$ cat config.mk
export PLATFORM = sky130hd
export DESIGN_NAME = acondicionador_botones
export DESIGN_NICKNAME = d
export VERILOG_FILES = /design/src/rtl/acondicionador_botones.sv
export SDC_FILE = /design/constraint.sdc
export NUM_CORES = 1
export LEC_CHECK = 0
export CAP_MARGIN = 20
export CORE_MARGIN = 3
export CORE_UTILIZATION = 35
export DETAILED_ROUTE_END_ITERATION = 6
export SYNTH_ARGS = -nofsm -noshare
export SYNTH_HDL_FRONTEND = slang
export SYNTH_SLANG_ARGS = --single-unit
export TNS_END_PERCENT = 50
$ cat constraint.sdc
create_clock -name clknexys -period 3.9 [get_ports clknexys]
set_clock_uncertainty 0.15 [all_clocks]
set_input_delay 0.78 -clock clknexys [delete_from_list [all_inputs] [get_ports clknexys]]
set_output_delay 0.78 -clock clknexys [all_outputs]
set_load 0.01 [all_outputs]
$ cat src/rtl/acondicionador_botones.sv
// Push-button conditioner for the frequency selector: 2-FF sync, debounce,
// and single-cycle up/down pulses with optional auto-repeat while held.
module acondicionador_botones #(
  parameter int DEBOUNCE_CYCLES = 1_000_000,
  parameter int REPEAT_EN       = 1,
  parameter int REPEAT_DELAY    = 50_000_000,
  parameter int REPEAT_PERIOD   = 20_000_000,
  parameter int CNT_W           = 26
) (
  input  logic clknexys,
  input  logic Reset,
  input  logic btn_up_i,
  input  logic btn_down_i,
  output logic aumf_o,
  output logic bajaf_o
);

  // state        | meaning
  // IDLE         | button released, waiting for a press
  // PRESS_WAIT   | press seen, counting stable high samples
  // HELD         | press accepted, auto-repeat timer running
  // RELEASE_WAIT | low seen while held, counting stable low samples
  typedef enum logic [1:0] {IDLE, PRESS_WAIT, HELD, RELEASE_WAIT} state_t;

  localparam logic [CNT_W-1:0] DEB_TC    = CNT_W'(DEBOUNCE_CYCLES - 1);
  // Repeat counter runs 0..DELAY (or PERIOD) inclusive, so repeat pulses are
  // DELAY+1 / PERIOD+1 cycles apart.
  localparam logic [CNT_W-1:0] DELAY_TC  = CNT_W'(REPEAT_DELAY);
  localparam logic [CNT_W-1:0] PERIOD_TC = CNT_W'(REPEAT_PERIOD);
  localparam logic [CNT_W-1:0] CNT_ONE   = CNT_W'(1);

  // Channel index 0 = up, 1 = down.
  logic [1:0]       sync1;
  logic [1:0]       s;
  state_t           state_q [2];
  state_t           state_d [2];
  logic [CNT_W-1:0] cnt_q   [2];
  logic [CNT_W-1:0] cnt_d   [2];
  logic [1:0]       first_q;
  logic [1:0]       first_d;
  logic [1:0]       req;

  always_ff @(posedge clknexys or posedge Reset) begin
    if (Reset) begin
      sync1   <= '0;
      s       <= '0;
      first_q <= '0;
      aumf_o  <= 1'b0;
      bajaf_o <= 1'b0;
      for (int i = 0; i < 2; i++) begin
        state_q[i] <= IDLE;
        cnt_q[i]   <= '0;
      end
    end else begin
      sync1   <= {btn_down_i, btn_up_i};
      s       <= sync1;
      first_q <= first_d;
      // Same-cycle requests from both channels cancel each other.
      aumf_o  <= req[0] & ~req[1];
      bajaf_o <= req[1] & ~req[0];
      for (int i = 0; i < 2; i++) begin
        state_q[i] <= state_d[i];
        cnt_q[i]   <= cnt_d[i];
      end
    end
  end

  always_comb begin
    first_d = first_q;
    req     = '0;
    for (int i = 0; i < 2; i++) begin
      state_d[i] = state_q[i];
      cnt_d[i]   = cnt_q[i];
      case (state_q[i])
        IDLE: begin
          if (s[i]) begin
            state_d[i] = PRESS_WAIT;
            cnt_d[i]   = '0;
          end
        end
        PRESS_WAIT: begin
          if (!s[i]) begin
            state_d[i] = IDLE;
          end else if (cnt_q[i] == DEB_TC) begin
            state_d[i] = HELD;
            cnt_d[i]   = '0;
            req[i]     = 1'b1;
            first_d[i] = 1'b1;
          end else begin
            cnt_d[i] = cnt_q[i] + CNT_ONE;
          end
        end
        HELD: begin
          if (!s[i]) begin
            state_d[i] = RELEASE_WAIT;
            cnt_d[i]   = '0;
          end else if (REPEAT_EN != 0) begin
            if (cnt_q[i] == (first_q[i] ? DELAY_TC : PERIOD_TC)) begin
              req[i]     = 1'b1;
              cnt_d[i]   = '0;
              first_d[i] = 1'b0;
            end else begin
              cnt_d[i] = cnt_q[i] + CNT_ONE;
            end
          end else begin
            cnt_d[i] = '0;
          end
        end
        RELEASE_WAIT: begin
          // A bounce back high resumes HELD without a new pulse.
          if (s[i]) begin
            state_d[i] = HELD;
            cnt_d[i]   = '0;
          end else if (cnt_q[i] == DEB_TC) begin
            state_d[i] = IDLE;
          end else begin
            cnt_d[i] = cnt_q[i] + CNT_ONE;
          end
        end
        default: begin
          state_d[i] = IDLE;
          cnt_d[i]   = '0;
        end
      endcase
    end
  end

endmodule
### Yosys cells after proc, flatten, opt, wreduce, memory -nomap -nowiden

Index checks and enable logic that the tools add are counted.

| storage, ports and cells | value |
|---|---|
| logic and storage cells | 106 |
| memories | 0 |
| ROM bits | 0 |
| input port bits | 4 |
| bits in writable memories | 0 |
| bits in latches | 0 |
| register bits after elaboration | 64 |
| output and inout bits | 2 |

| operators by class | value |
|---|---|
| shifts and indexed selects | 0 |
| multipliers | 0 |
| div/mod/pow operators | 0 |
| $add $sub $neg | 2 |
| bitwise operators | 4 |
| reduce and logical (&&, ||, !) cells | 10 |
| eq/ne operators | 28 |
| $lt $le $gt $ge | 0 |
| multiplexer cells | 52 |

Operator list:

| cell | number |
|---|---|
| $mux W26 | 16 |
| $pmux W26 S4 | 2 |
| $add A26 B1 Y26 const B | 2 |
| $eq A26 B20 Y1 const B | 2 |
| $eq A26 B26 Y1 | 2 |
| $mux W2 | 12 |
| $ne A2 B2 Y1 const B | 12 |
| $ne A3 B3 Y1 const B | 6 |
| $mux W1 | 16 |
| $pmux W2 S4 | 2 |
| $reduce_and A5 Y1 | 2 |
| $eq A2 B2 Y1 const B | 4 |
| $pmux W1 S2 | 4 |
| $reduce_and A4 Y1 | 2 |
| $reduce_and A3 Y1 | 2 |
| $eq A2 B1 Y1 const B | 2 |
| $logic_not A2 Y1 | 2 |
| $reduce_bool A2 Y1 | 2 |
| $and A1 B1 Y1 | 2 |
| $not A1 Y1 | 2 |

### Depth between registers and ports, before layout

Gate-level depths: netlist of the first run.

| depth | value |
|---|---|
| depth in word-level cells | 7 |
| gate-level depth with buffers | 10 |
| mapped depth without buffers | 8 |

### Worst setup path after synthesis of the first run

OpenSTA, ideal clock, no wires.

| timing | value |
|---|---|
| kind | register to register |
| start | register cnt_q[10] in the netlist's numbering |
| end | register cnt_q[2] in the netlist's numbering |
| path buffers | 1 |
| data arrival time | 2.250 ns |
| data required time | 3.629 ns |
| cell stages (with the launch flop) | 8 |
| slack | 1.379 ns |
| clock period less this slack | 2.521 ns |
| setup time | 0.121 ns |
| path through | dfrtp_1 > or4b_4 > or4_4 > nor4_4 > or2_4 > nor3_2 > buf_6 > a22o_1 |

| on the way | value |
|---|---|
| word-level cells in the longest chain between the ends | 4 |
| elaborated cells between the ends (all ways) | 9 |
| those cells by class | 3 x eq/ne; 5 x mux; 1 x reduce/logical |

Ends and longest elaborated chain:

| item | RTL line | text |
|---|---|---|
| from (decl) | 37 | `logic [CNT_W-1:0] cnt_q [2];` |
| from (signal, indexed assignment) | 63 | `cnt_q[i] <= cnt_d[i];` |
| $eq A26 B26 Y1 / $eq A26 B20 Y1 (equally long branches) | 98, 84, 114 |  |
| $mux W26 (on tied branches) | 98, 84 |  |
| $mux W26 (on tied branches) | 94, 82 |  |
| $pmux W26 S4 | 74 | `case (state_q[i])` |

Several ways; a longest one is shown, not always the timed one. The select of a mux whose other input is x is not followed.
A chain may end at the register's enable or synchronous reset.

### Worst setup path in the final report of the first run

| timing | value |
|---|---|
| start | register cnt_q[26] in the netlist's numbering |
| end | register cnt_q[28] in the netlist's numbering |

| on the way | value |
|---|---|
| word-level cells in the longest chain between the ends | 4 |
| elaborated cells between the ends (all ways) | 12 |
| those cells by class | 1 x add/sub; 3 x eq/ne; 7 x mux; 1 x reduce/logical |

Ends and longest elaborated chain:

| item | RTL line |
|---|---|
| $add A26 B1 Y26, or another cell as far along | 90, 103, 117 |
| $mux W26 (on tied branches) | 114, 84, 98 |
| $mux W26 (on tied branches) | 111, 82, 94 |
| $pmux W26 S4 | 74 |

Several ways; a longest one is shown, not always the timed one. The select of a mux whose other input is x is not followed.

==> results of run 1 <==
layout make-up:
cell class,count,area share
Clock buffer,10,0.04871
Clock inverter,6,0.01278
Inverter,43,0.03434
Multi-Input combinational cell,372,0.5020
Sequential cell,64,0.3407
Tap cell,143,0.03806
Timing Repair Buffer,13,0.02342
critical path, delay by kind of cell (launching register included):
| family | cells | cell delay [ps] |
|---|---|---|
| AND/OR/NAND/NOR | 3 | 780 |
| AO/OA/AOI/OAI | 3 | 1070 |
| adder cells (fa/ha/maj) | 1 | 240 |
| flip-flops | 1 | 430 |
| buffers and inverters | 1 | 370 |
flip-flops by register name, indices dropped and copies added, names as in the netlist, named ones only:
signal / count
bajaf_o: 1
cnt_q: 52
first_q: 2
aumf_o: 1
state_q: 2
sync1: 2
s: 2
final timing paths:
check | to | slack (ps) | cells past startpoint
setup / recovery | cnt_q[28] | 720 | 8
hold / removal | s[0] | 200 | 0
setup reg to reg | cnt_q[28] | 720 | 8
hold reg to reg | s[0] | 200 | 0
max in group asynchronous | aumf_o | 2050 | 3
min in group asynchronous | cnt_q[33] | 710 | 2
cell usage in the layout, fill, tap and decap left out, types with 5 or more instances in the layout:
cell	n
sky130_fd_sc_hd__a31oi_1	24
sky130_fd_sc_hd__nand3_1	42
sky130_fd_sc_hd__o211ai_1	5
sky130_fd_sc_hd__nor2_1	45
sky130_fd_sc_hd__ha_1	14
sky130_fd_sc_hd__o22ai_1	9
sky130_fd_sc_hd__dfrtp_1	64
sky130_fd_sc_hd__nor3_1	26
sky130_fd_sc_hd__o21ai_0	20
sky130_fd_sc_hd__o2bb2ai_1	9
sky130_fd_sc_hd__nand2_1	43
sky130_fd_sc_hd__clkdlybuf4s50_1	5
sky130_fd_sc_hd__nand4_1	14
sky130_fd_sc_hd__mux2i_1	6
sky130_fd_sc_hd__o31ai_1	13
sky130_fd_sc_hd__and3_1	7
sky130_fd_sc_hd__nor4_1	8
sky130_fd_sc_hd__a21oi_1	5
sky130_fd_sc_hd__buf_4	8
sky130_fd_sc_hd__inv_1	42
sky130_fd_sc_hd__clkbuf_16	9
sky130_fd_sc_hd__a22o_1	15
stage by stage:
step	power [µW]	instances	cell area, µm²
after CTS	2706	651	4701
after global routing	2872	651	4701
final	2697	651	4701
after detailed placement	1901	635	4412
after floorplan	1659	500	4254
after global placement	1883	635	4412
per-layer routing:
metal	up-vias	global-route usage	wire length [µm]
li1	1892	-	-
met1	1920	0.2340	5086
met2	130	0.2719	5208
met3	14	0.03938	638
met4	0	0.07038	173
met5	-	0	0
power groups by stage:
stage                     clock, µW  combinational [µW]  sequential (µW)
after floorplan                   0                 905              754
after global placement            0                1120              764
after detailed placement          0                1130              767
after CTS                       813                1140              756
after global routing            846                1260              765
final                           794                1150              757
kinds of logic after synthesis:
kind of cell,Yosys count,synth area share
multiplexers,6,0.01412
buffers and inverters,64,0.06882
AO/OA/AOI/OAI,130,0.2209
adder cells (fa/ha/maj),14,0.04118
AND/OR/NAND/NOR,222,0.2785
flip-flops,64,0.3765
==> impl_results.html, run 1 <==
<table>
<tr><th>Metric</th><th>Value</th></tr>
<tr><th colspan="2">Status</th></tr>
<tr><td>Run status</td><td>completed</td></tr>
<tr><th colspan="2">Clock tree</th></tr>
<tr><td>Root buffer selected by CTS</td><td>sky130_fd_sc_hd__clkbuf_16</td></tr>
<tr><td>CTS HTree Levels</td><td>3</td></tr>
<tr><td>Clock Latency Late Sink</td><td>around 340 ps</td></tr>
<tr><td>CTS tree</td><td>yes</td></tr>
<tr><td>Clock-pin slew of the registers on the worst-case setup and hold paths</td><td>~60 ps</td></tr>
<tr><td>Clock tree buffer depth</td><td>2</td></tr>
<tr><td>Resize count post-CTS</td><td>0</td></tr>
<tr><td>CTS Buf Count</td><td>9</td></tr>
<tr><td>Post-CTS repair timing setup buffer count</td><td>0</td></tr>
<tr><td>CTS hold repair buffers</td><td>0</td></tr>
<tr><td>Clock sinks</td><td>between 60 and 70</td></tr>
<tr><th colspan="2">Yosys</th></tr>
<tr><td>Async SR Flop Fraction</td><td>1.000</td></tr>
<tr><td>Biggest area consumer among synthesized cells</td><td>sky130_fd_sc_hd__dfrtp_1</td></tr>
<tr><td>Cell types with the highest counts after synthesis</td><td>64 x sky130_fd_sc_hd__dfrtp_1, 45 x sky130_fd_sc_hd__nor2_1, 43 x sky130_fd_sc_hd__inv_1, 43 x sky130_fd_sc_hd__nand2_1, 42 x sky130_fd_sc_hd__nand3_1</td></tr>
<tr><td>Post-Synthesis Cell Area</td><td>4254 µm²</td></tr>
<tr><td>Number of instances in the synthesized netlist</td><td>500</td></tr>
<tr><td>Ys Warns</td><td>0</td></tr>
<tr><td>Post-synthesis area per instance</td><td>about 8.5 µm²</td></tr>
<tr><td>Number of enable-type register cells in the synthesized netlist</td><td>0</td></tr>
<tr><td>Sequential fraction of the synthesis area</td><td>0.3765</td></tr>
<tr><td>Cell types with the largest area share after synthesis</td><td>sky130_fd_sc_hd__dfrtp_1 38%, sky130_fd_sc_hd__nand3_1 4.9%, sky130_fd_sc_hd__ha_1 4.1%</td></tr>
<tr><td>Most frequent cell after synthesis</td><td>sky130_fd_sc_hd__dfrtp_1</td></tr>
<tr><td>Synth cell types</td><td>64</td></tr>
<tr><td>Number of nets in the synthesized netlist</td><td>518</td></tr>
<tr><td>Fraction of synthesized cell area taken by the top area cell type</td><td>0.3765</td></tr>
<tr><td>Primary FF master, synth</td><td>sky130_fd_sc_hd__dfrtp_1</td></tr>
<tr><td>Flop and latch count out of synthesis</td><td>64</td></tr>
<tr><th colspan="2">Power</th></tr>
<tr><td>Power density normalized to cell area</td><td>573.7 nW/µm²</td></tr>
<tr><td>Switching part of the total power</td><td>0.4181</td></tr>
<tr><td>Standby leakage power</td><td>between 0.0015 and 0.002 µW</td></tr>
<tr><td>Part of the power in registers</td><td>0.281</td></tr>
<tr><td>Internal portion of total power</td><td>1569 µW</td></tr>
<tr><td>Switching pwr</td><td>1127 µW</td></tr>
<tr><td>Worst IR drop on VDD</td><td>between 300 and 400 µV</td></tr>
<tr><td>Proportion of power drawn by the clock network</td><td>0.295</td></tr>
<tr><td>Relative contribution of combinational cells to total power</td><td>0.425</td></tr>
<tr><th colspan="2">Worst setup path</th></tr>
<tr><td>Crit. End Element</td><td>flop</td></tr>
<tr><td>Crit path cell chain</td><td>ha_1 &gt; and3_1 &gt; nand3_1 &gt; o31ai_2 &gt; o211ai_1 &gt; buf_4 &gt; nand2_1 &gt; o311ai_0</td></tr>
<tr><td>Launch point of the worst reg-to-reg path</td><td>cnt_q[26]</td></tr>
<tr><td>Critical path startpoint category</td><td>flop</td></tr>
<tr><td>Maximum cell stage delay along the critical path</td><td>470 ps</td></tr>
<tr><td>Crit path max fanout</td><td>17</td></tr>
<tr><td>Classification of the worst setup path</td><td>reg -&gt; reg</td></tr>
<tr><td>Critical path origin</td><td>cnt_q[26]</td></tr>
<tr><td>Slowest stage cell on the critical path</td><td>sky130_fd_sc_hd__o211ai_1</td></tr>
<tr><td>Data required, critical path</td><td>~4000 ps</td></tr>
<tr><td>CP Data Arrival Time</td><td>between 3000 and 4000 ps</td></tr>
<tr><th colspan="2">Timing</th></tr>
<tr><td>Remaining max-slew budget at the tightest pin</td><td>0.3587</td></tr>
<tr><td>Final worst hold slack</td><td>between 150 and 200 ps</td></tr>
<tr><td>Worst Max-Slew Pin Slew</td><td>about 960 ps</td></tr>
<tr><td>Peak clock frequency supported by timing</td><td>around 310 MHz</td></tr>
<tr><td>Final Slew Violations</td><td>0</td></tr>
<tr><td># setup viols final</td><td>0</td></tr>
<tr><td>RSZ-0062 raised after global routing</td><td>false</td></tr>
<tr><td>Crit share post-route</td><td>0.8147</td></tr>
<tr><td>Total negative slack for setup checks</td><td>0 ps</td></tr>
<tr><td>Number of endpoints with negative hold slack in the final report</td><td>0</td></tr>
<tr><td>Final worst path period need</td><td>roughly 3200 ps</td></tr>
<tr><td>Worst Slack Setup Final</td><td>around 720 ps</td></tr>
<tr><th colspan="2">Floorplan</th></tr>
<tr><td>Placeable core area</td><td>11,660 µm²</td></tr>
<tr><td>Die Area</td><td>13,510 µm²</td></tr>
<tr><td>Y dimension of the die</td><td>between 100 and 150 µm</td></tr>
<tr><td>Number of standard-cell rows in the floorplan</td><td>39</td></tr>
<tr><td>Starting density of the core</td><td>0.3648</td></tr>
<tr><td>Number of top-level design ports</td><td>6</td></tr>
<tr><td>Die Wd</td><td>116.2 µm</td></tr>
<tr><th colspan="2">Cells and area</th></tr>
<tr><td>Share of final-layout standard cells stronger than drive strength 1</td><td>0.07874</td></tr>
<tr><td>Number of nets in the layout</td><td>around 520</td></tr>
<tr><td>Reg area</td><td>1602 µm²</td></tr>
<tr><td>Final design utilization</td><td>0.4031</td></tr>
<tr><td>Fillcell total</td><td>1,140</td></tr>
<tr><td>Synthesis-to-layout area growth</td><td>10.50%</td></tr>
<tr><td>Area of the multi-input gates</td><td>approximately 2400 µm²</td></tr>
<tr><td># diodes</td><td>0</td></tr>
<tr><th colspan="2">Global routing</th></tr>
<tr><td>Total global routing track utilization</td><td>0.1741</td></tr>
<tr><td>Via count of the first global-routing pass</td><td>~3.7k</td></tr>
<tr><td>Residual overflow from global routing</td><td>0</td></tr>
<tr><td>Initial antenna violation count</td><td>0</td></tr>
<tr><td>Largest net degree at the start of global routing</td><td>32</td></tr>
<tr><td>Wire length of the first global-routing pass</td><td>~19,000 µm</td></tr>
<tr><th colspan="2">Drt</th></tr>
<tr><td>Post-Route WL</td><td>between 10,000 and 15,000 µm</td></tr>
<tr><td>Drt via density</td><td>6.077</td></tr>
<tr><td>Starting DRC count in detailed routing</td><td>between 300 and 400</td></tr>
<tr><td>Total vias in the final route</td><td>a little under 4k</td></tr>
<tr><td>Antenna Violating Nets Remaining</td><td>0</td></tr>
<tr><td>Routed wire per std cell</td><td>17.06 µm</td></tr>
<tr><td>Number of optimization iterations in the first detailed-route pass</td><td>5</td></tr>
<tr><td>Drc violations</td><td>0</td></tr>
<tr><th colspan="2">Placement</th></tr>
<tr><td>Gpl congestion</td><td>~0.86</td></tr>
<tr><td>Post-placement setup slack</td><td>~750 ps</td></tr>
<tr><td>Post-detail-place hpwl</td><td>7779 µm</td></tr>
<tr><td>Input/output buffers</td><td>5</td></tr>
<tr><th colspan="2">Min path</th></tr>
<tr><td>Source of the worst hold timing path</td><td>sync1[0]</td></tr>
<tr><td>Path class of the lowest-slack min-delay path</td><td>reg -&gt; reg</td></tr>
<tr><th colspan="2">Run</th></tr>
<tr><td>Number of maximum-capacitance violations</td><td>0</td></tr>
</table>
Power figures use the tool's default switching activity.
==> run 2: changes to the inputs <==
Clock period 3.9 ns to 3.19 ns, I/O delays scaled along.
==> run 2 against run 1 <==
  * Non-clock buffer count grew 9
  * Via count grew 1.5%
  * Critical path type unchanged
  * Sequential share of layout area shrank 0.47 points
  * Critical path depth shrank 2
  * Hold slack lost 2.5 ps
  * Utilization grew 0.56 points
  * Final cell count grew 1.1%
==> impl_results.html, run 2 (synthesis gave the netlist of run 1 again) <==
<table>
<tr><th>Metric</th><th>Value</th></tr>
<tr><th colspan="2">Status</th></tr>
<tr><td>Run status</td><td>completed</td></tr>
<tr><th colspan="2">Power</th></tr>
<tr><td>Power density normalized to cell area</td><td>688.9 nW/µm² (+20%)</td></tr>
<tr><td>Standby leakage power</td><td>0.001851 µW (+2.7%)</td></tr>
<tr><td>Worst IR drop on VDD</td><td>540.1 µV (+76%)</td></tr>
<tr><th colspan="2">Clock tree</th></tr>
<tr><td>Clock tree buffer depth</td><td>2 (unchanged)</td></tr>
<tr><td>Clock-pin slew of the registers on the worst-case setup and hold paths</td><td>50 ps (about the same)</td></tr>
<tr><td>Post-CTS repair timing setup buffer count</td><td>0 (unchanged)</td></tr>
<tr><td>Clock sinks</td><td>64 (unchanged)</td></tr>
<tr><td>Root buffer selected by CTS</td><td>sky130_fd_sc_hd__clkbuf_16</td></tr>
<tr><td>CTS hold repair buffers</td><td>0 (unchanged)</td></tr>
<tr><td>Resize count post-CTS</td><td>0 (unchanged)</td></tr>
<tr><td>CTS tree</td><td>yes</td></tr>
<tr><td>Clock Latency Late Sink</td><td>330 ps (about the same)</td></tr>
<tr><td>CTS HTree Levels</td><td>3 (unchanged)</td></tr>
<tr><td>CTS Buf Count</td><td>9 (unchanged)</td></tr>
<tr><th colspan="2">Cells and area</th></tr>
<tr><td>Share of final-layout standard cells stronger than drive strength 1</td><td>0.08932 (+0.01058)</td></tr>
<tr><td>Reg area</td><td>1602 µm² (unchanged)</td></tr>
<tr><td>Fillcell total</td><td>1,147 (+0.61%)</td></tr>
<tr><td>Leading cell type in the layout, fill and taps excluded</td><td>sky130_fd_sc_hd__dfrtp_1</td></tr>
<tr><td>Highest-count cells in the layout ignoring fill and taps</td><td>64 x sky130_fd_sc_hd__dfrtp_1, 45 x sky130_fd_sc_hd__nor2_1, 43 x sky130_fd_sc_hd__nand2_1, 42 x sky130_fd_sc_hd__inv_1, 42 x sky130_fd_sc_hd__nand3_1</td></tr>
<tr><td>Final design utilization</td><td>0.4086 (+0.005579)</td></tr>
<tr><td>Register with the highest flop count</td><td>cnt_q</td></tr>
<tr><td>Number of flip-flops under the largest register name</td><td>52 (unchanged)</td></tr>
<tr><td># diodes</td><td>0 (unchanged)</td></tr>
<tr><td>Synthesis-to-layout area growth</td><td>12.03%</td></tr>
<tr><td>Area of the multi-input gates</td><td>2360 µm² (unchanged)</td></tr>
<tr><td>Number of nets in the layout</td><td>530 (+1.7%)</td></tr>
<tr><th colspan="2">Worst setup path</th></tr>
<tr><td>Top delay family on crit path</td><td>simple AND/OR/NAND/NOR gates</td></tr>
<tr><td>R2R Path End</td><td>cnt_q[0]</td></tr>
<tr><td>Data required, critical path</td><td>3240 ps (-710 ps)</td></tr>
<tr><td>Crit path max fanout</td><td>15 (-2)</td></tr>
<tr><td>Total number of cells along the worst setup path</td><td>6 (-2)</td></tr>
<tr><td>Critical path startpoint category</td><td>flop</td></tr>
<tr><td>Slowest stage cell on the critical path</td><td>sky130_fd_sc_hd__or4b_2</td></tr>
<tr><td>Number of cell instances on the worst register-to-register path</td><td>6 (-2)</td></tr>
<tr><td>Launch point of the worst reg-to-reg path</td><td>cnt_q[7]</td></tr>
<tr><td>Classification of the worst setup path</td><td>reg -&gt; reg</td></tr>
<tr><td>CP Data Arrival Time</td><td>2890 ps (-340 ps)</td></tr>
<tr><td>Maximum cell stage delay along the critical path</td><td>700 ps (+230 ps)</td></tr>
<tr><td>Crit. End Element</td><td>flop</td></tr>
<tr><td>Minimum setup slack among reg-to-reg paths</td><td>350 ps (-370 ps)</td></tr>
<tr><td>Critical path origin</td><td>cnt_q[7]</td></tr>
<tr><td>Crit path cell chain</td><td>or4b_2 &gt; nor4_2 &gt; o2111ai_1 &gt; a221o_1 &gt; nand3_1 &gt; o21ai_0</td></tr>
<tr><td>Critical path buffers and inverters</td><td>0 (-1)</td></tr>
<tr><td>Critical path capture point</td><td>cnt_q[0]</td></tr>
<tr><th colspan="2">Timing</th></tr>
<tr><td>Remaining max-slew budget at the tightest pin</td><td>0.4439 (+0.08516)</td></tr>
<tr><td>Total negative slack for setup checks</td><td>0 ps (unchanged)</td></tr>
<tr><td>Final worst path period need</td><td>2838 ps (-339.8 ps)</td></tr>
<tr><td>Peak clock frequency supported by timing</td><td>352.4 MHz (+12%)</td></tr>
<tr><td>Crit share post-route</td><td>0.8895 (+0.07480)</td></tr>
<tr><td>RSZ-0062 raised after global routing</td><td>false</td></tr>
<tr><td># setup viols final</td><td>0 (unchanged)</td></tr>
<tr><td>Worst Slack Setup Final</td><td>352.5 ps (-370.2 ps)</td></tr>
<tr><td>Worst Max-Slew Pin Slew</td><td>831.1 ps (-126.6 ps)</td></tr>
<tr><td>Final worst hold slack</td><td>195.4 ps (-2.545 ps)</td></tr>
<tr><td>Number of endpoints with negative hold slack in the final report</td><td>0 (unchanged)</td></tr>
<tr><td>Final Slew Violations</td><td>0 (unchanged)</td></tr>
<tr><th colspan="2">Placement</th></tr>
<tr><td>Input/output buffers</td><td>5 (unchanged)</td></tr>
<tr><td>Post-placement setup slack</td><td>358.5 ps (-394.5 ps)</td></tr>
<tr><td>Post-detail-place hpwl</td><td>8233 µm (+5.8%)</td></tr>
<tr><td>Gpl congestion</td><td>0.8529 (-0.89%)</td></tr>
<tr><th colspan="2">Drt</th></tr>
<tr><td>Routed wire per std cell</td><td>17.26 µm (+1.2%)</td></tr>
<tr><td>Antenna Violating Nets Remaining</td><td>0 (unchanged)</td></tr>
<tr><td>Post-Route WL</td><td>11,360 µm (+2.3%)</td></tr>
<tr><td>Starting DRC count in detailed routing</td><td>268 (-17%)</td></tr>
<tr><td>Total vias in the final route</td><td>4,016 (+1.5%)</td></tr>
<tr><td>Drt via density</td><td>6.103 (+0.44%)</td></tr>
<tr><td>Number of optimization iterations in the first detailed-route pass</td><td>5 (unchanged)</td></tr>
<tr><td>Drc violations</td><td>0 (unchanged)</td></tr>
<tr><th colspan="2">Global routing</th></tr>
<tr><td>Wire length of the first global-routing pass</td><td>19,730 µm (+5.9%)</td></tr>
<tr><td>Initial antenna violation count</td><td>0 (unchanged)</td></tr>
<tr><td>Largest net degree at the start of global routing</td><td>25 (-22%)</td></tr>
<tr><td>Residual overflow from global routing</td><td>0 (unchanged)</td></tr>
<tr><td>Via count of the first global-routing pass</td><td>4,010 (+8.9%)</td></tr>
<tr><td>Total global routing track utilization</td><td>0.1832 (+0.009066)</td></tr>
<tr><th colspan="2">Floorplan</th></tr>
<tr><td>Die Wd</td><td>116.2 µm (unchanged)</td></tr>
<tr><td>Placeable core area</td><td>11,660 µm² (unchanged)</td></tr>
<tr><td>Number of standard-cell rows in the floorplan</td><td>39 (unchanged)</td></tr>
<tr><td>Number of top-level design ports</td><td>6 (unchanged)</td></tr>
<tr><td>Die Area</td><td>13,510 µm² (unchanged)</td></tr>
<tr><td>Y dimension of the die</td><td>116.2 µm (unchanged)</td></tr>
<tr><td>Starting density of the core</td><td>0.3648 (unchanged)</td></tr>
<tr><th colspan="2">Min path</th></tr>
<tr><td>Source of the worst hold timing path</td><td>sync1[1]</td></tr>
<tr><td>Path class of the lowest-slack min-delay path</td><td>reg -&gt; reg</td></tr>
<tr><th colspan="2">Run</th></tr>
<tr><td>Number of maximum-capacitance violations</td><td>0 (unchanged)</td></tr>
</table>
[run 2: power by group]
part | leakage (µW) | switching, µW | total, µW | internal (µW)
combinational | 0.000843 | 951 | 1440 | 488
sequential | 0.000873 | 63.1 | 927 | 864
clock | 0.000135 | 336 | 917 | 581
[run 2: how the worst min path moves through the flow]
stage,end,slack (ps),depth (start not counted)
after floorplan,s[0],180,0
after detailed placement,s[1],190,0
after CTS,s[1],200,0
final,s[1],200,0
after global routing,s[1],210,0
after global placement,s[1],190,0
[run 2: final cells by class]
type                            count  area share
Sequential cell                    64      0.3360
Inverter                           43     0.03387
Timing Repair Buffer               22     0.03991
Clock buffer                       14     0.05750
Tap cell                          143     0.03754
Multi-Input combinational cell    372      0.4951
[run 2: worst register-to-register path, cell delays in order, from the launching register on]
cell,delay [ps]
sky130_fd_sc_hd__dfrtp_1,440
sky130_fd_sc_hd__or4b_2,700
sky130_fd_sc_hd__nor4_2,150
sky130_fd_sc_hd__o2111ai_1,210
sky130_fd_sc_hd__a221o_1,590
sky130_fd_sc_hd__nand3_1,330
sky130_fd_sc_hd__o21ai_0,140
[run 2: metal layers]
metal	wire (µm)	vias to the layer above	track usage
met4	169	0	0.05955
met2	5397	108	0.2986
met5	0	-	0
met1	5150	1987	0.2370
met3	641	14	0.04870
li1	-	1907	-
[run 2: through the flow]
stage / instances / instance area, µm² / power, µW
after floorplan: 500 / 4254 / 2028
after global placement: 644 / 4492 / 2341
after detailed placement: 644 / 4492 / 2375
after global routing: 658 / 4766 / 3508
after CTS: 658 / 4766 / 3306
final: 658 / 4766 / 3283
==> run 3: changes to the inputs <==
Settings changed: CORE_ASPECT_RATIO set to 1.4, CORE_MARGIN 3 to 8, HOLD_SLACK_MARGIN set to 0.12.
==> run 3 against run 2 <==
  * Utilization fell by 0.15 points
  * Routed wire length rose by 2.1%
  * Non-clock buffer count fell by 1
  * Highest routed layer unchanged
  * Sequential power barely moved
  * Register-to-register slack got worse by 70 ps
  * Sequential cell count did not move
  * Critical endpoint is now cnt_q[3]
  * Combinational power barely moved
  * First-iteration DRC count fell by 31%
  * Maximum frequency fell by 2.4%
  * Setup slack got worse by 69 ps
  * Clock power rose by 19%
==> impl_results.html, run 3 (synthesis gave the netlist of run 1 again) <==
<table>
<tr><th>Metric</th><th>Value</th></tr>
<tr><th colspan="2">Timing</th></tr>
<tr><td>Final worst path period need</td><td>2907 ps (+69.44 ps)</td></tr>
<tr><td># setup viols final</td><td>0 (unchanged)</td></tr>
<tr><td>Total negative slack for setup checks</td><td>0 ps (unchanged)</td></tr>
<tr><td>RSZ-0062 raised after global routing</td><td>false</td></tr>
<tr><td>Number of endpoints with negative hold slack in the final report</td><td>0 (unchanged)</td></tr>
<tr><td>Remaining max-slew budget at the tightest pin</td><td>0.5153 (+0.07147)</td></tr>
<tr><td>Peak clock frequency supported by timing</td><td>344.0 MHz (-2.4%)</td></tr>
<tr><td>Crit share post-route</td><td>0.9113 (+0.02177)</td></tr>
<tr><td>Worst Max-Slew Pin Slew</td><td>724.3 ps (-106.8 ps)</td></tr>
<tr><td>Final Slew Violations</td><td>0 (unchanged)</td></tr>
<tr><th colspan="2">Power</th></tr>
<tr><td>Standby leakage power</td><td>0.001863 µW (+0.63%)</td></tr>
<tr><td>Relative contribution of combinational cells to total power</td><td>0.415 (-0.023)</td></tr>
<tr><td>Worst IR drop on VDD</td><td>383.0 µV (-29%)</td></tr>
<tr><td>Internal portion of total power</td><td>2064 µW (+6.7%)</td></tr>
<tr><td>Switching pwr</td><td>1393 µW (+3.3%)</td></tr>
<tr><td>Switching part of the total power</td><td>0.4030 (-0.007993)</td></tr>
<tr><td>Part of the power in registers</td><td>0.268 (-0.014)</td></tr>
<tr><td>Power density normalized to cell area</td><td>718.5 nW/µm² (+4.3%)</td></tr>
<tr><td>Proportion of power drawn by the clock network</td><td>0.317 (+0.038)</td></tr>
<tr><th colspan="2">Global routing</th></tr>
<tr><td>Residual overflow from global routing</td><td>0 (unchanged)</td></tr>
<tr><td>Largest net degree at the start of global routing</td><td>30 (+20%)</td></tr>
<tr><td>Initial antenna violation count</td><td>0 (unchanged)</td></tr>
<tr><td>Via count of the first global-routing pass</td><td>3,998 (-0.30%)</td></tr>
<tr><td>Total global routing track utilization</td><td>0.1527 (-0.03049)</td></tr>
<tr><td>Wire length of the first global-routing pass</td><td>19,640 µm (-0.42%)</td></tr>
<tr><th colspan="2">Clock tree</th></tr>
<tr><td>Clock Latency Late Sink</td><td>330 ps (about the same)</td></tr>
<tr><td>CTS Buf Count</td><td>9 (unchanged)</td></tr>
<tr><td>CTS HTree Levels</td><td>3 (unchanged)</td></tr>
<tr><td>Clock-pin slew of the registers on the worst-case setup and hold paths</td><td>60 ps (about the same)</td></tr>
<tr><td>Clock tree buffer depth</td><td>2 (unchanged)</td></tr>
<tr><td>Clock sinks</td><td>64 (unchanged)</td></tr>
<tr><td>Post-CTS repair timing setup buffer count</td><td>0 (unchanged)</td></tr>
<tr><td>Resize count post-CTS</td><td>0 (unchanged)</td></tr>
<tr><td>Root buffer selected by CTS</td><td>sky130_fd_sc_hd__clkbuf_16</td></tr>
<tr><td>CTS tree</td><td>yes</td></tr>
<tr><td>CTS hold repair buffers</td><td>0 (unchanged)</td></tr>
<tr><th colspan="2">Cells and area</th></tr>
<tr><td>Leading cell type in the layout, fill and taps excluded</td><td>sky130_fd_sc_hd__dfrtp_1</td></tr>
<tr><td>Highest-count cells in the layout ignoring fill and taps</td><td>64 x sky130_fd_sc_hd__dfrtp_1, 45 x sky130_fd_sc_hd__nor2_1, 43 x sky130_fd_sc_hd__nand2_1, 42 x sky130_fd_sc_hd__inv_1, 42 x sky130_fd_sc_hd__nand3_1</td></tr>
<tr><td>Synthesis-to-layout area growth</td><td>13.12%</td></tr>
<tr><td># diodes</td><td>0 (unchanged)</td></tr>
<tr><td>Share of final-layout standard cells stronger than drive strength 1</td><td>0.09496 (+0.005641)</td></tr>
<tr><td>Register with the highest flop count</td><td>cnt_q</td></tr>
<tr><td>Number of nets in the layout</td><td>529 (-0.19%)</td></tr>
<tr><td>Number of flip-flops under the largest register name</td><td>52 (unchanged)</td></tr>
<tr><td>Post-route cell area</td><td>4812 µm² (+0.97%)</td></tr>
<tr><th colspan="2">Drt</th></tr>
<tr><td>Routed wire per std cell</td><td>17.50 µm (+1.4%)</td></tr>
<tr><td>Drt via density</td><td>6.030 (-1.2%)</td></tr>
<tr><td>Antenna Violating Nets Remaining</td><td>0 (unchanged)</td></tr>
<tr><td>Drc violations</td><td>0 (unchanged)</td></tr>
<tr><td>Number of optimization iterations in the first detailed-route pass</td><td>5 (unchanged)</td></tr>
<tr><td>Post-Route WL</td><td>11,600 µm (+2.1%)</td></tr>
<tr><td>Total vias in the final route</td><td>3,998 (-0.45%)</td></tr>
<tr><td>Starting DRC count in detailed routing</td><td>184 (-31%)</td></tr>
<tr><th colspan="2">Worst setup path</th></tr>
<tr><td>Crit. End Element</td><td>flop</td></tr>
<tr><td>Crit path cell chain</td><td>or4b_4 &gt; nor4_1 &gt; o2111ai_1 &gt; a221oi_2 &gt; nor3_2 &gt; buf_6 &gt; a22o_1</td></tr>
<tr><td>Critical path startpoint category</td><td>flop</td></tr>
<tr><td>Maximum cell stage delay along the critical path</td><td>580 ps (-120 ps)</td></tr>
<tr><td>Classification of the worst setup path</td><td>reg -&gt; reg</td></tr>
<tr><td>R2R Path End</td><td>cnt_q[3]</td></tr>
<tr><td>Minimum setup slack among reg-to-reg paths</td><td>280 ps (-70 ps)</td></tr>
<tr><td>CP Data Arrival Time</td><td>2970 ps (+80 ps)</td></tr>
<tr><td>Slowest stage cell on the critical path</td><td>sky130_fd_sc_hd__or4b_4</td></tr>
<tr><td>Launch point of the worst reg-to-reg path</td><td>cnt_q[10]</td></tr>
<tr><td>Number of cell instances on the worst register-to-register path</td><td>7 (+1)</td></tr>
<tr><td>Crit path max fanout</td><td>11 (-4)</td></tr>
<tr><td>Data required, critical path</td><td>3250 ps (about the same)</td></tr>
<tr><th colspan="2">Min path</th></tr>
<tr><td>End point of the most critical hold path</td><td>s[1]</td></tr>
<tr><td>Worst hold path depth</td><td>0 (unchanged)</td></tr>
<tr><td>Source of the worst hold timing path</td><td>sync1[1]</td></tr>
<tr><td>Path class of the lowest-slack min-delay path</td><td>reg -&gt; reg</td></tr>
<tr><th colspan="2">Floorplan</th></tr>
<tr><td>Y dimension of the die</td><td>146.4 µm (+26%)</td></tr>
<tr><td>Die Wd</td><td>109.2 µm (-6.1%)</td></tr>
<tr><td>Number of top-level design ports</td><td>6 (unchanged)</td></tr>
<tr><td>Placeable core area</td><td>11,820 µm² (+1.4%)</td></tr>
<tr><td>Number of standard-cell rows in the floorplan</td><td>47 (+21%)</td></tr>
<tr><td>Die Area</td><td>15,990 µm² (+18%)</td></tr>
<tr><td>Starting density of the core</td><td>0.3599 (-0.004865)</td></tr>
<tr><th colspan="2">Placement</th></tr>
<tr><td>Post-detail-place hpwl</td><td>8456 µm (+2.7%)</td></tr>
<tr><td>Input/output buffers</td><td>5 (unchanged)</td></tr>
<tr><td>Cell Area, Placed</td><td>4481 µm² (-0.25%)</td></tr>
<tr><td>Gpl congestion</td><td>0.9014 (+5.7%)</td></tr>
<tr><th colspan="2">Run</th></tr>
<tr><td>Number of maximum-capacitance violations</td><td>0 (unchanged)</td></tr>
<tr><th colspan="2">Status</th></tr>
<tr><td>Run status</td><td>completed</td></tr>
</table>
run 3: cell types whose count changed in the layout (fill, tap and decap cells not counted), sizes merged:
cell | before | now
clkbuf | 14 | 10
bufinv | 0 | 2
clkinv | 0 | 2
clkinvlp | 0 | 2
buf | 17 | 16
run 3: worst max-delay path by stage:
stage | depth (start not counted) | to | slack, ps | from
after global placement | 7 | cnt_q[17] | 400 | cnt_q[10]
after floorplan | 7 | cnt_q[2] | 670 | cnt_q[10]
after global routing | 7 | cnt_q[20] | 150 | cnt_q[7]
final | 7 | cnt_q[3] | 280 | cnt_q[10]
after CTS | 7 | cnt_q[3] | 330 | cnt_q[10]
after detailed placement | 7 | cnt_q[18] | 360 | cnt_q[10]
run 3: routing by layer:
layer  GRT usage  share of wire
met3     0.02863          0.044
met2      0.2502           0.51
met1      0.1748           0.40
met5           0              0
met4      0.1010          0.045
run 3: cell type report:
type,count,area (µm²)
clock buffer,10,239.0
clock inverter,6,92.59
fill,1148,7008
inverter,43,161.4
multi-input combinational,372,2360
sequential,64,1602
tap,147,183.9
timing repair buffer,21,173.9
run 3: power groups by stage:
stage | logic [µW] | registers (µW) | clock network (µW)
after detailed placement | 1430 | 939 | 0
final | 1440 | 926 | 1090
after global placement | 1370 | 936 | 0
after global routing | 1600 | 936 | 1160
after CTS | 1430 | 926 | 1120
after floorplan | 1110 | 922 | 0
run 3: critical path, delay by kind of cell, from the launching register on:
family | cells | cell delay [ps]
buffers and inverters | 1 | 200
and+or+nand+nor | 3 | 1030
AOI/OAI and AO/OA | 3 | 980
DFF | 1 | 430
run 3: through the flow:
stage               setup WS [ps]  hold WS (ps)  power (µW)  utilization  cells
global placement            397.7         182.1        2311       0.3781    646
detailed placement          356.6         185.5        2364       0.3791    647
finish                      283.0         196.6        3457       0.4071    663
floorplan                   668.9         181.2        2028            -    500
CTS                         328.4         198.1        3471       0.4071    663
global route                148.5         204.7        3697       0.4071    663
